--- src/rtl/mmu_pte_server_pkg.sv ---
// Shared types and PTE constants for the walker's PTE server.
// Holds the FSM encoding and the A/D mark helpers.
package mmu_pte_server_pkg;

    typedef enum logic [2:0] {
        IDLE,
        RD_REQ,
        RD_WAIT,
        MK_RD_REQ,
        MK_RD_WAIT,
        MK_WR_REQ,
        MK_WR_WAIT,
        MK_ACK
    } pte_srv_state_t;

    localparam int PTE_V          = 0;
    localparam int PTE_A          = 6;
    localparam int PTE_D          = 7;
    localparam int PTE_ADDR_ALIGN = 3;

    // Dirty implies accessed: D set always drags A with it.
    function automatic logic [1:0] mark_bits(
        input logic dirty,
        input logic accessed
    );
        return {dirty, accessed | dirty};
    endfunction

    // A store is only worth issuing for a valid PTE missing a bit.
    function automatic logic needs_write(
        input logic [63:0] old,
        input logic [1:0]  nb
    );
        logic [1:0] cur;
        cur = old[PTE_D:PTE_A];
        return old[PTE_V] && ((cur | nb) != cur);
    endfunction

endpackage

--- src/rtl/mmu_pte_server_if.sv ---
// Walker channels plus the memory port, bundled for the PTE server.
// master = walker/memory environment, slave = the server itself.
interface mmu_pte_server_if #(
    parameter int PA_WIDTH = 32
);
    logic                pte_req_valid;
    logic [PA_WIDTH-1:0] pte_req_addr;
    logic                pte_rsp_valid;
    logic [63:0]         pte_rsp_data;

    logic                mark_valid;
    logic                mark_accessed;
    logic                mark_dirty;
    logic [63:0]         mark_addr;
    logic                mark_rsp_valid;

    logic                port_req_valid;
    logic                port_req_ready;
    logic [PA_WIDTH-1:0] port_req_addr;
    logic                port_req_store;
    logic [63:0]         port_req_wdata;
    logic                port_rsp_valid;
    logic [63:0]         port_rsp_data;

    modport master (
        output pte_req_valid, pte_req_addr,
        input  pte_rsp_valid, pte_rsp_data,
        output mark_valid, mark_accessed,
        output mark_dirty, mark_addr,
        input  mark_rsp_valid,
        input  port_req_valid, port_req_addr,
        input  port_req_store, port_req_wdata,
        output port_req_ready,
        output port_rsp_valid, port_rsp_data
    );

    modport slave (
        input  pte_req_valid, pte_req_addr,
        output pte_rsp_valid, pte_rsp_data,
        input  mark_valid, mark_accessed,
        input  mark_dirty, mark_addr,
        output mark_rsp_valid,
        output port_req_valid, port_req_addr,
        output port_req_store, port_req_wdata,
        input  port_req_ready,
        input  port_rsp_valid, port_rsp_data
    );
endinterface

--- src/rtl/mmu_pte_server_pte_req_latch.sv ---
// One-deep capture of a single-cycle request pulse and its payload.
// The pulse is visible combinationally so IDLE can take it at once.
module pte_req_latch #(
    parameter int W = 1
) (
    input  logic         clk,
    input  logic         reset,
    input  logic         set_i,
    input  logic [W-1:0] data_i,
    input  logic         clr_i,
    output logic         pend_o,
    output logic [W-1:0] data_o,
    output logic         pend_nxt_o
);
    logic         pend_q;
    logic         pend_d;
    logic [W-1:0] data_q;
    logic [W-1:0] data_d;

    // Next pending flag and payload capture on a fresh pulse.
    always_comb begin
        pend_d = (pend_q | set_i) & ~clr_i;
        data_d = data_q;
        if (set_i && !pend_q) begin
            data_d = data_i;
        end
    end

    // Pending flag and payload registers.
    always_ff @(posedge clk) begin
        if (reset) begin
            pend_q <= 1'b0;
            data_q <= '0;
        end else begin
            pend_q <= pend_d;
            data_q <= data_d;
        end
    end

    assign pend_o     = pend_q | set_i;
    assign data_o     = pend_q ? data_q : data_i;
    assign pend_nxt_o = pend_d;

    // A pulse on an already-pending channel would be lost.
    always @(posedge clk) begin
        if (!reset) begin
            assert (!(set_i && pend_q))
            else $error("pte_req_latch: pulse while pending");
        end
    end

endmodule

--- src/rtl/mmu_pte_server.sv ---
// Memory-side responder for walker PTE reads and A/D marking.
// Marks win arbitration; every output is driven from a register.
module mmu_pte_server
    import mmu_pte_server_pkg::*;
#(
    parameter int PA_WIDTH = 32
) (
    input  logic            clk,
    input  logic            reset,
    mmu_pte_server_if.slave bus,
    output logic            busy
);
    localparam int AW = PA_WIDTH - PTE_ADDR_ALIGN;

    pte_srv_state_t state_q, state_d;

    logic                rd_pend, rd_clr, rd_pend_nxt;
    logic [AW-1:0]       rd_line;
    logic                mk_pend, mk_clr, mk_pend_nxt;
    logic [AW+1:0]       mk_data;

    logic                req_valid_q, req_valid_d;
    logic [PA_WIDTH-1:0] req_addr_q, req_addr_d;
    logic                req_store_q, req_store_d;
    logic [63:0]         req_wdata_q, req_wdata_d;
    logic [1:0]          nb_q, nb_d;
    logic                pte_vld_q, pte_vld_d;
    logic [63:0]         pte_data_q, pte_data_d;
    logic                mk_rsp_q, mk_rsp_d;
    logic                busy_q, busy_d;

    logic unused_addr_bits;
    assign unused_addr_bits = ^{
        bus.mark_addr[63:PA_WIDTH],
        bus.mark_addr[PTE_ADDR_ALIGN-1:0],
        bus.pte_req_addr[PTE_ADDR_ALIGN-1:0]
    };

    pte_req_latch #(.W(AW)) u_rd_latch (
        .clk        (clk),
        .reset      (reset),
        .set_i      (bus.pte_req_valid),
        .data_i     (bus.pte_req_addr[PA_WIDTH-1:PTE_ADDR_ALIGN]),
        .clr_i      (rd_clr),
        .pend_o     (rd_pend),
        .data_o     (rd_line),
        .pend_nxt_o (rd_pend_nxt)
    );

    pte_req_latch #(.W(AW + 2)) u_mk_latch (
        .clk        (clk),
        .reset      (reset),
        .set_i      (bus.mark_valid),
        .data_i     ({bus.mark_dirty, bus.mark_accessed,
                      bus.mark_addr[PA_WIDTH-1:PTE_ADDR_ALIGN]}),
        .clr_i      (mk_clr),
        .pend_o     (mk_pend),
        .data_o     (mk_data),
        .pend_nxt_o (mk_pend_nxt)
    );

    // Next state, memory-port driver and response registers.
    always_comb begin
        state_d     = state_q;
        req_valid_d = req_valid_q;
        req_addr_d  = req_addr_q;
        req_store_d = req_store_q;
        req_wdata_d = req_wdata_q;
        nb_d        = nb_q;
        pte_vld_d   = 1'b0;
        pte_data_d  = pte_data_q;
        mk_rsp_d    = 1'b0;
        rd_clr      = 1'b0;
        mk_clr      = 1'b0;

        unique case (state_q)
            IDLE: begin
                if (mk_pend) begin
                    mk_clr = 1'b1;
                    nb_d   = mark_bits(mk_data[AW+1], mk_data[AW]);
                    if (nb_d == 2'b00) begin
                        state_d = MK_ACK;
                    end else begin
                        state_d     = MK_RD_REQ;
                        req_valid_d = 1'b1;
                        req_store_d = 1'b0;
                        req_addr_d  = {mk_data[AW-1:0],
                                       {PTE_ADDR_ALIGN{1'b0}}};
                    end
                end else if (rd_pend) begin
                    rd_clr      = 1'b1;
                    state_d     = RD_REQ;
                    req_valid_d = 1'b1;
                    req_store_d = 1'b0;
                    req_addr_d  = {rd_line, {PTE_ADDR_ALIGN{1'b0}}};
                end
            end
            RD_REQ: begin
                if (bus.port_req_ready) begin
                    req_valid_d = 1'b0;
                    state_d     = RD_WAIT;
                end
            end
            RD_WAIT: begin
                if (bus.port_rsp_valid) begin
                    pte_vld_d  = 1'b1;
                    pte_data_d = bus.port_rsp_data;
                    state_d    = IDLE;
                end
            end
            MK_RD_REQ: begin
                if (bus.port_req_ready) begin
                    req_valid_d = 1'b0;
                    state_d     = MK_RD_WAIT;
                end
            end
            MK_RD_WAIT: begin
                if (bus.port_rsp_valid) begin
                    if (needs_write(bus.port_rsp_data, nb_q)) begin
                        state_d     = MK_WR_REQ;
                        req_valid_d = 1'b1;
                        req_store_d = 1'b1;
                        req_wdata_d = bus.port_rsp_data
                                    | (64'(nb_q) << PTE_A);
                    end else begin
                        state_d = MK_ACK;
                    end
                end
            end
            MK_WR_REQ: begin
                if (bus.port_req_ready) begin
                    req_valid_d = 1'b0;
                    state_d     = MK_WR_WAIT;
                end
            end
            MK_WR_WAIT: begin
                if (bus.port_rsp_valid) begin
                    state_d = MK_ACK;
                end
            end
            MK_ACK: begin
                mk_rsp_d = 1'b1;
                state_d  = IDLE;
            end
            default: state_d = IDLE;
        endcase

        busy_d = (state_d != IDLE) | rd_pend_nxt | mk_pend_nxt;
    end

    // State and registered outputs; reset abandons any transaction.
    always_ff @(posedge clk) begin
        if (reset) begin
            state_q     <= IDLE;
            req_valid_q <= 1'b0;
            req_addr_q  <= '0;
            req_store_q <= 1'b0;
            req_wdata_q <= '0;
            nb_q        <= '0;
            pte_vld_q   <= 1'b0;
            pte_data_q  <= '0;
            mk_rsp_q    <= 1'b0;
            busy_q      <= 1'b0;
        end else begin
            state_q     <= state_d;
            req_valid_q <= req_valid_d;
            req_addr_q  <= req_addr_d;
            req_store_q <= req_store_d;
            req_wdata_q <= req_wdata_d;
            nb_q        <= nb_d;
            pte_vld_q   <= pte_vld_d;
            pte_data_q  <= pte_data_d;
            mk_rsp_q    <= mk_rsp_d;
            busy_q      <= busy_d;
        end
    end

    assign bus.port_req_valid = req_valid_q;
    assign bus.port_req_addr  = req_addr_q;
    assign bus.port_req_store = req_store_q;
    assign bus.port_req_wdata = req_wdata_q;
    assign bus.pte_rsp_valid  = pte_vld_q;
    assign bus.pte_rsp_data   = pte_data_q;
    assign bus.mark_rsp_valid = mk_rsp_q;
    assign busy               = busy_q;

    // Memory responses are only meaningful in a waiting state.
    always @(posedge clk) begin
        if (!reset) begin
            assert (!bus.port_rsp_valid ||
                    state_q inside {RD_WAIT, MK_RD_WAIT, MK_WR_WAIT})
            else $error("mmu_pte_server: stray port response");
        end
    end

endmodule

--- src/flat_wrapper.sv ---
// flat-port wrapper written by rule: the top's interface ports become plain ports
module mmu_pte_server_flat import mmu_pte_server_pkg::*;
#(
    parameter int PA_WIDTH = 32
)
  (clk, reset, busy, bus_pte_req_valid, bus_pte_req_addr, bus_pte_rsp_valid, bus_pte_rsp_data, bus_mark_valid, bus_mark_accessed, bus_mark_dirty, bus_mark_addr, bus_mark_rsp_valid, bus_port_req_valid, bus_port_req_addr, bus_port_req_store, bus_port_req_wdata, bus_port_req_ready, bus_port_rsp_valid, bus_port_rsp_data);
  mmu_pte_server_if #(.PA_WIDTH(PA_WIDTH)) bus_i ();
  input  logic clk;
  input  logic reset;
  output logic busy;
  input wire logic [$bits(bus_i.pte_req_valid)-1:0] bus_pte_req_valid;
  input wire logic [$bits(bus_i.pte_req_addr)-1:0] bus_pte_req_addr;
  output wire logic [$bits(bus_i.pte_rsp_valid)-1:0] bus_pte_rsp_valid;
  output wire logic [$bits(bus_i.pte_rsp_data)-1:0] bus_pte_rsp_data;
  input wire logic [$bits(bus_i.mark_valid)-1:0] bus_mark_valid;
  input wire logic [$bits(bus_i.mark_accessed)-1:0] bus_mark_accessed;
  input wire logic [$bits(bus_i.mark_dirty)-1:0] bus_mark_dirty;
  input wire logic [$bits(bus_i.mark_addr)-1:0] bus_mark_addr;
  output wire logic [$bits(bus_i.mark_rsp_valid)-1:0] bus_mark_rsp_valid;
  output wire logic [$bits(bus_i.port_req_valid)-1:0] bus_port_req_valid;
  output wire logic [$bits(bus_i.port_req_addr)-1:0] bus_port_req_addr;
  output wire logic [$bits(bus_i.port_req_store)-1:0] bus_port_req_store;
  output wire logic [$bits(bus_i.port_req_wdata)-1:0] bus_port_req_wdata;
  input wire logic [$bits(bus_i.port_req_ready)-1:0] bus_port_req_ready;
  input wire logic [$bits(bus_i.port_rsp_valid)-1:0] bus_port_rsp_valid;
  input wire logic [$bits(bus_i.port_rsp_data)-1:0] bus_port_rsp_data;
  assign bus_i.pte_req_valid = bus_pte_req_valid;
  assign bus_i.pte_req_addr = bus_pte_req_addr;
  assign bus_pte_rsp_valid = bus_i.pte_rsp_valid;
  assign bus_pte_rsp_data = bus_i.pte_rsp_data;
  assign bus_i.mark_valid = bus_mark_valid;
  assign bus_i.mark_accessed = bus_mark_accessed;
  assign bus_i.mark_dirty = bus_mark_dirty;
  assign bus_i.mark_addr = bus_mark_addr;
  assign bus_mark_rsp_valid = bus_i.mark_rsp_valid;
  assign bus_port_req_valid = bus_i.port_req_valid;
  assign bus_port_req_addr = bus_i.port_req_addr;
  assign bus_port_req_store = bus_i.port_req_store;
  assign bus_port_req_wdata = bus_i.port_req_wdata;
  assign bus_i.port_req_ready = bus_port_req_ready;
  assign bus_i.port_rsp_valid = bus_port_rsp_valid;
  assign bus_i.port_rsp_data = bus_port_rsp_data;
  mmu_pte_server #(.PA_WIDTH(PA_WIDTH)) u_core (.clk(clk), .reset(reset), .bus(bus_i), .busy(busy));
endmodule
--- config.mk ---
export PLATFORM = sky130hd
export DESIGN_NAME = mmu_pte_server_flat
export DESIGN_NICKNAME = d
export VERILOG_FILES = /design/src/rtl/mmu_pte_server_pkg.sv /design/src/rtl/mmu_pte_server_if.sv /design/src/rtl/mmu_pte_server_pte_req_latch.sv /design/src/rtl/mmu_pte_server.sv /design/src/flat_wrapper.sv
export SDC_FILE = /design/constraint.sdc
export NUM_CORES = 1
export LEC_CHECK = 0
export ABC_CLOCK_PERIOD_IN_PS = 3450
export CAP_MARGIN = 20
export CORE_AREA = 2 2 156 173
export CTS_BUF_LIST = sky130_fd_sc_hd__clkbuf_4
export CTS_CLUSTER_SIZE = 14
export DETAILED_ROUTE_END_ITERATION = 8
export DIE_AREA = 0 0 158 175
export GPL_ROUTABILITY_DRIVEN = 1
export GPL_TIMING_DRIVEN = 0
export PLACE_DENSITY = 0.8
export SLEW_MARGIN = 20
export SYNTH_ARGS = -nofsm -noshare
export SYNTH_HDL_FRONTEND = slang
export SYNTH_HIERARCHICAL = 1
export SYNTH_SLANG_ARGS = --single-unit
--- constraint.sdc ---
create_clock -name clk -period 3.45 [get_ports clk]
set_input_delay 1.035 -clock clk [delete_from_list [all_inputs] [get_ports clk]]
set_output_delay 1.035 -clock clk [all_outputs]
set_load 0.02 [all_outputs]
==> reports/results.ini, run 1 <==
[status]
status = finished, final reports clean

[timing]
rsz0062_at_grt = false
fin_tns_setup_ns = 0
fin_crit_ns = 3.33
fmax_ghz = 0.300
setup_viol = 0
fin_skew_ns = 0.0351
whs_ns = 0.452
slew_headroom_pct = 41.8
slew_violations = 0
hold_viol_final = 0
worst_pin_slew_ns = 0.873
finalCritPeriodShare_pct = 96.6

[routing]
totalWireLength_microns = 33100
route.detailed.drc = 0
wl_per_cell_microns = 17.9
first_pass_iters = 5
viasPerCell = 5.04
vias = 9330
ant_nets = 0
drtIter0Drc = 570

[floorplan]
ios = 333
die_h_microns = 175
die_x_microns = 158
core-area_sq_mm = 0.0259
start_util_pct = 39.5
die_area_sq_mm = 0.0277
rows = 62

[clock_network]
cts.clk_slew.worst_paths_ns = 0.07
cts_tree = built
cts_resized = 0
cts_setup_buffers = 0
hold_buffers = 0
clkLatencyLatePin_ns = 0.68
numCtsBuffers = 58
htreeDepth = 2
clk_path_buf_depth = 3
cts-root-buf = clkbuf_4
clkSinkCount = 229

[place]
routabilityCongestion = 0.872
place.port_buffers = 291
dp_hpwl_microns = 24800

[synthesis]
synthFlopType = dfxtp_1
synth_area_sq_mm = 0.0102
synth-async-reset-ratio_pct = 0
yosysWarnings = 6
postSynthAreaPerCell_sq_um = 9.29
synth_seq_area_share_pct = 44.8
synth_cell_types = 44
synth-seq-cells = 229
synth-edff-count = 0
synth_cells = 1102

[setup_path]
crit_family = buffers and inverters
worst_setup_path_start_kind = input pin
path_max_fanout = 10
critPathMostFrequentCell = nor2_1
slowest_delay_ns = 0.66
slowest_stage = clkdlybuf4s50_1
cp.required_ns = 4.04
crit_buf_inv = 5
critical_path_class = in2reg
worst_ep_arrival_time_ns = 3.92
path_cells = clkdlybuf4s50_1 -> clkbuf_1 -> nor2_1 -> inv_1 -> buf_2 -> clkbuf_1 -> and3b_1 -> nor2_1 -> nor2_1 -> a31o_2 -> o221ai_1
endpoint_kind = register

[cells_and_area]
drive_gt1_share_pct = 15.7
fillers = 2331
synthToLayoutAreaGrowth_pct = 39.7
layout.nets = 1623
register_area_sq_mm = 0.00458
fin_util_pct = 55.2
multi_input_area_sq_mm = 0.00502

[power]
leakage_nw = 5.18
p_total_mw = 7.32
vdd_ir_drop_max_mv = 0.313
powerDensity_mw_per_mm2 = 512

[grt]
grt_pass1_vias = 9355
grt_pass1_wl_microns = 50000
grtUsageMet3_pct = 8.04
grt_start_max_net_pins = 16
overflow = 0
grtUsageTotal_pct = 23.0
grt-busiest-layer = met2
use_met2_pct = 40.6
met1_usage_pct = 25.9
antenna_found_initial = 4

[min_path]
hold_path.class = reg2reg

[job]
maxCapViolations = 0

## metrics by stage
step / setup slack (ns) / cells / area (sq um)
3_5_place_dp: -0.579 / 1747 / 13600
2_1_floorplan: 0.719 / 1104 / 10200
4_1_cts: 0.151 / 1849 / 14300
3_3_place_gp: -0.469 / 1747 / 13600
5_1_grt: 0.0125 / 1851 / 14300
6_report: 0.118 / 1851 / 14300
## metal layers
metal	wire length [microns]	share of wire [%]
met1	12700	38
met2	16200	49
met3	3400	10
met4	803	2.4
met5	27	0.082
## cells in the final DEF (no fill, tap or decap), types with 2 or more instances in the layout
cell type | netlist | layout
clkdlybuf4s50_1 | 0 | 291
nand2_1 | 256 | 256
dfxtp_1 | 229 | 229
a21oi_1 | 131 | 131
clkbuf_4 | 0 | 75
nand2b_1 | 64 | 64
nand4bb_1 | 60 | 60
mux2_4 | 58 | 58
clkbuf_1 | 47 | 47
nor2_1 | 46 | 46
o21ai_0 | 31 | 31
o21ai_1 | 31 | 31
mux2i_1 | 29 | 29
a211oi_2 | 29 | 29
clkinv_1 | 0 | 17
buf_2 | 16 | 16
buf_6 | 15 | 15
buf_4 | 8 | 8
clkinv_2 | 0 | 7
nor2b_1 | 4 | 4
a211oi_1 | 4 | 4
buf_8 | 4 | 4
clkbuf_2 | 4 | 4
nor3_1 | 3 | 3
conb_1 | 1 | 3
buf_12 | 3 | 3
diode_2 | 0 | 2
inv_2 | 1 | 2
nor3_2 | 2 | 2
and3b_1 | 2 | 2
buf_1 | 2 | 2
nor3b_1 | 2 | 2
or3b_2 | 2 | 2
inv_1 | 2 | 2
mux2_2 | 2 | 2
## worst reg2reg max path, cell delays in order, from the launching register on
cell      delay, ns
dfxtp_1        0.32
buf_6          0.14
buf_8          0.16
buf_12         0.16
nor2_1         0.08
inv_1          0.07
buf_2          0.16
clkbuf_1       0.58
and3b_1        0.31
nor2_1         0.11
nor2_1         0.07
a31o_2         0.24
o221ai_1       0.07
## final timing paths
path                                            start                                        to  slack, ns  cells past startpoint
max                                    bus_mark_valid                    u_core/busy$_SDFF_PP0_       0.12                     11
min          u_core/bus.pte_rsp_data[32]$_SDFFE_PP0P_  u_core/bus.pte_rsp_data[32]$_SDFFE_PP0P_       0.45                      2
max reg2reg       u_core/u_mk_latch/pend_q$_SDFF_PP0_                    u_core/busy$_SDFF_PP0_       0.90                     12
min reg2reg  u_core/bus.pte_rsp_data[32]$_SDFFE_PP0P_  u_core/bus.pte_rsp_data[32]$_SDFFE_PP0P_       0.45                      2
## cell families after synthesis
kind of cell / after synthesis / synth area share (%)
compound gates: 235 / 14.0
simple gates: 446 / 23.3
mux: 89 / 11.6
other cells: 1 / 0.0366
buf+inv: 102 / 6.29
flops: 229 / 44.8
## synthesized netlist by cell type (all sizes together), types with 29 or more instances
| master | count | area share (%) |
|---|---|---|
| a211oi | 33 | 3.8 |
| a21oi | 131 | 6.4 |
| buf | 48 | 4.3 |
| clkbuf | 51 | 1.9 |
| dfxtp | 229 | 45 |
| mux2 | 60 | 8.7 |
| mux2i | 29 | 2.8 |
| nand2 | 256 | 9.4 |
| nand2b | 64 | 3.9 |
| nand4bb | 60 | 6.6 |
| nor2 | 46 | 1.7 |
| o21ai | 62 | 3.0 |
## layout make-up
class	instances	share of cell area, %
Clock inverter	27	0.979
Buffer	99	4.43
Clock buffer	75	3.94
Multi-Input combinational cell	773	35.1
Timing Repair Buffer	291	20.4
Sequential cell	229	32.0
Inverter	3	0.0787
Tap cell	352	3.08
Antenna cell	2	0.0350
## sequential cells by signal, indices dropped and copies added (netlist names)
| register | count |
|---|---|
| u_core/bus.port_req_valid | 1 |
| u_core/nb_q | 2 |
| u_core/bus.port_req_addr | 29 |
| u_core/u_mk_latch/data_q | 31 |
| u_core/busy | 1 |
| u_core/bus.pte_rsp_valid | 1 |
| u_core/u_rd_latch/data_q | 29 |
| u_core/bus.port_req_store | 1 |
| u_core/bus.pte_rsp_data | 64 |
| u_core/u_rd_latch/pend_q | 1 |
| u_core/u_mk_latch/pend_q | 1 |
| u_core/state_q | 3 |
| u_core/bus.mark_rsp_valid | 1 |
| u_core/bus.port_req_wdata | 64 |
## power by group
group / total [mW] / internal [mW] / switching [mW] / leakage [nW]
Clock: 2.22 / 1.10 / 1.12 / 0.418
Combinational: 2.09 / 1.01 / 1.08 / 2.90
Sequential: 3.01 / 2.88 / 0.128 / 1.87
Power figures use the tool's default switching activity.
==> inputs of run 2 (changes only) <==
--- a/config.mk
+++ b/config.mk
@@ -15,6 +15,7 @@
 export GPL_ROUTABILITY_DRIVEN = 1
 export GPL_TIMING_DRIVEN = 0
 export PLACE_DENSITY = 0.8
+export SKIP_LAST_GASP = 1
 export SLEW_MARGIN = 20
 export SYNTH_ARGS = -nofsm -noshare
 export SYNTH_HDL_FRONTEND = slang
==> results of run 2 <==
Final layout, timing and power as in run 1 (identical DEF).
==> inputs of run 3 (changes only) <==
--- a/config.mk
+++ b/config.mk
@@ -6,7 +6,7 @@
 export NUM_CORES = 1
 export LEC_CHECK = 0
 export ABC_CLOCK_PERIOD_IN_PS = 3450
-export CAP_MARGIN = 20
+export CAP_MARGIN = 40
 export CORE_AREA = 2 2 156 173
 export CTS_BUF_LIST = sky130_fd_sc_hd__clkbuf_4
 export CTS_CLUSTER_SIZE = 14
@@ -15,6 +15,7 @@
 export GPL_ROUTABILITY_DRIVEN = 1
 export GPL_TIMING_DRIVEN = 0
 export PLACE_DENSITY = 0.8
+export SETUP_SLACK_MARGIN = 0.4
 export SKIP_LAST_GASP = 1
 export SLEW_MARGIN = 20
 export SYNTH_ARGS = -nofsm -noshare
==> reports/results.ini, run 3 (synthesis gave the netlist of run 1 again) <==
[status]
status = finished, final reports clean  ; unchanged

[clock_network]
clk_path_buf_depth = 3  ; unchanged
numCtsBuffers = 58  ; unchanged
hold_buffers = 0  ; unchanged
cts-root-buf = clkbuf_4  ; unchanged
cts.clk_slew.worst_paths_ns = 0.07  ; about the same
cts_tree = built  ; unchanged
clkLatencyLatePin_ns = 0.68  ; about the same
htreeDepth = 2  ; unchanged
clkSinkCount = 229  ; unchanged

[timing]
fin_tns_setup_ns = 0  ; unchanged
slew_headroom_pct = 41.5  ; was 41.8%
worst_pin_slew_ns = 0.877  ; was 0.873 ns
setup_viol = 0  ; unchanged
fin_crit_ns = 2.96  ; was 3.33 ns
setup_ws_ns = 0.486  ; was 0.118 ns
finalCritPeriodShare_pct = 85.9  ; was 96.6%
slew_violations = 0  ; unchanged
fmax_ghz = 0.337  ; was 0.300 GHz
hold_viol_final = 0  ; unchanged
fin_skew_ns = 0.0324  ; was 0.0351 ns
rsz0062_at_grt = false  ; unchanged

[cells_and_area]
layout.nets = 1625  ; was 1623
drive_gt1_share_pct = 16.1  ; was 15.7%
fin_util_pct = 55.3  ; was 55.2%
mostFrequentLayoutCells = 291 x clkdlybuf4s50_1, 256 x nand2_1, 229 x dfxtp_1  ; unchanged
postLayoutCellArea_sq_mm = 0.0143  ; about the same
synthToLayoutAreaGrowth_pct = 39.9  ; was 39.7%
final_common_cell = clkdlybuf4s50_1  ; unchanged

[routing]
wl_per_cell_microns = 17.8  ; was 17.9 microns
viasPerCell = 5.05  ; was 5.04
totalWireLength_microns = 33100  ; about the same
drtIter0Drc = 570  ; unchanged
ant_nets = 0  ; unchanged
route.detailed.drc = 0  ; unchanged
vias = 9366  ; was 9330
first_pass_iters = 7  ; was 5

[place]
dpl-instance-area_sq_mm = 0.0136  ; unchanged
routabilityCongestion = 0.872  ; unchanged
dpl_worst_slack_ns = -0.579  ; unchanged
place.port_buffers = 291  ; unchanged
dp_hpwl_microns = 24800  ; unchanged

[floorplan]
die_area_sq_mm = 0.0277  ; unchanged
core-area_sq_mm = 0.0259  ; unchanged
die_h_microns = 175  ; unchanged
start_util_pct = 39.5  ; unchanged
ios = 333  ; unchanged
die_x_microns = 158  ; unchanged
rows = 62  ; unchanged

[power]
powerDensity_mw_per_mm2 = 512  ; about the same
leakage_nw = 5.20  ; was 5.18 nW
p_total_mw = 7.33  ; was 7.32 mW
vdd_ir_drop_max_mv = 0.314  ; was 0.313 mV

[grt]
overflow = 0  ; unchanged
grt_pass1_vias = 9371  ; was 9355
grt_pass1_wl_microns = 50000  ; about the same
grtUsageTotal_pct = 23.0  ; about the same
grt_start_max_net_pins = 16  ; unchanged
antenna_found_initial = 4  ; unchanged

[setup_path]
reg2reg_depth = 12  ; unchanged
critical_path_class = in2reg  ; unchanged
r2r_end = u_core/busy$_SDFF_PP0_  ; unchanged
r2r_slack_ns = 1.04  ; was 0.90 ns
endpoint_kind = register  ; unchanged
cp.required_ns = 3.97  ; was 4.04 ns
r2r_start = u_core/u_mk_latch/pend_q$_SDFF_PP0_  ; unchanged
worst_ep_arrival_time_ns = 3.49  ; was 3.92 ns
worst_setup_path_start_kind = input pin  ; unchanged
path_max_fanout = 10  ; unchanged

[min_path]
min_to = u_core/bus.pte_rsp_data[32]$_SDFFE_PP0P_  ; unchanged
whs_path_depth = 2  ; unchanged
hold_path.class = reg2reg  ; unchanged
min_from = u_core/bus.pte_rsp_data[32]$_SDFFE_PP0P_  ; unchanged

[job]
maxCapViolations = 0  ; unchanged

-- run 3: cell count changes in the layout (fill, tap and decap cells not counted) --
| cell | before | now |
|---|---|---|
| clkbuf_2 | 4 | 8 |
| buf_4 | 8 | 10 |
| clkbuf_1 | 47 | 43 |
-- run 3: worst max-delay path, stage by stage --
cell and delay (ns):
clkdlybuf4s50_1 0.59, clkbuf_2 0.31, nor2_1 0.21, inv_1 0.05
buf_2 0.16, clkbuf_2 0.27, and3b_1 0.37, nor2_1 0.07
nor2_1 0.15, a31o_2 0.16, o221ai_1 0.11
-- run 3: worst max path at each step --
stage | slack (ns) | depth (start not counted) | end | from
floorplan | 0.72 | 10 | u_core/busy$_SDFF_PP0_ | bus_mark_valid
global placement | -0.47 | 11 | u_core/busy$_SDFF_PP0_ | bus_mark_valid
detailed placement | -0.58 | 11 | u_core/busy$_SDFF_PP0_ | bus_mark_valid
CTS | 0.52 | 10 | u_core/bus.port_req_addr[22]$_SDFFE_PP0P_ | bus_mark_valid
global route | 0.45 | 11 | u_core/busy$_SDFF_PP0_ | bus_mark_valid
finish | 0.49 | 11 | u_core/busy$_SDFF_PP0_ | bus_mark_valid
-- run 3: area by class of cell --
cell class,count,area [sq um]
diodes,2,5.00
clock inverters,27,140
multi-input cells,773,5020
fillers,2328,11600
plain buffers,99,638
well taps,352,440
flip-flops and latches,229,4580
repair buffers,293,2930
clock buffers,75,563
inverters,3,11.3
-- run 3: stage by stage --
| step | cells | hold WS (ns) |
|---|---|---|
| 3_5_place_dp | 1747 | 0.446 |
| 5_1_grt | 1853 | 0.471 |
| 2_1_floorplan | 1104 | 0.439 |
| 3_3_place_gp | 1747 | 0.441 |
| 4_1_cts | 1849 | 0.455 |
| 6_report | 1853 | 0.452 |
-- run 3: per-layer routing --
layer	track usage, %	wire length, microns	vias up	share of wire (%)
li1	-	-	4518	-
met1	25.8	12700	4407	39
met2	40.5	16100	372	49
met3	8.04	3270	65	9.9
met4	7.28	877	4	2.7
met5	0	27	-	0.082
-- run 3: where the power goes --
part	switching [mW]	internal, mW
sequential	0.128	2.88
combinational	1.08	1.02
clock	1.12	1.10
-- run 3: what timing repair did --
item / 4_1_cts / 5_1_grt
buffers inserted: 0 / 2
setup endpoints to repair: 13 / 10
gates resized for setup: 4 / 0
pin swaps: 0 / 1
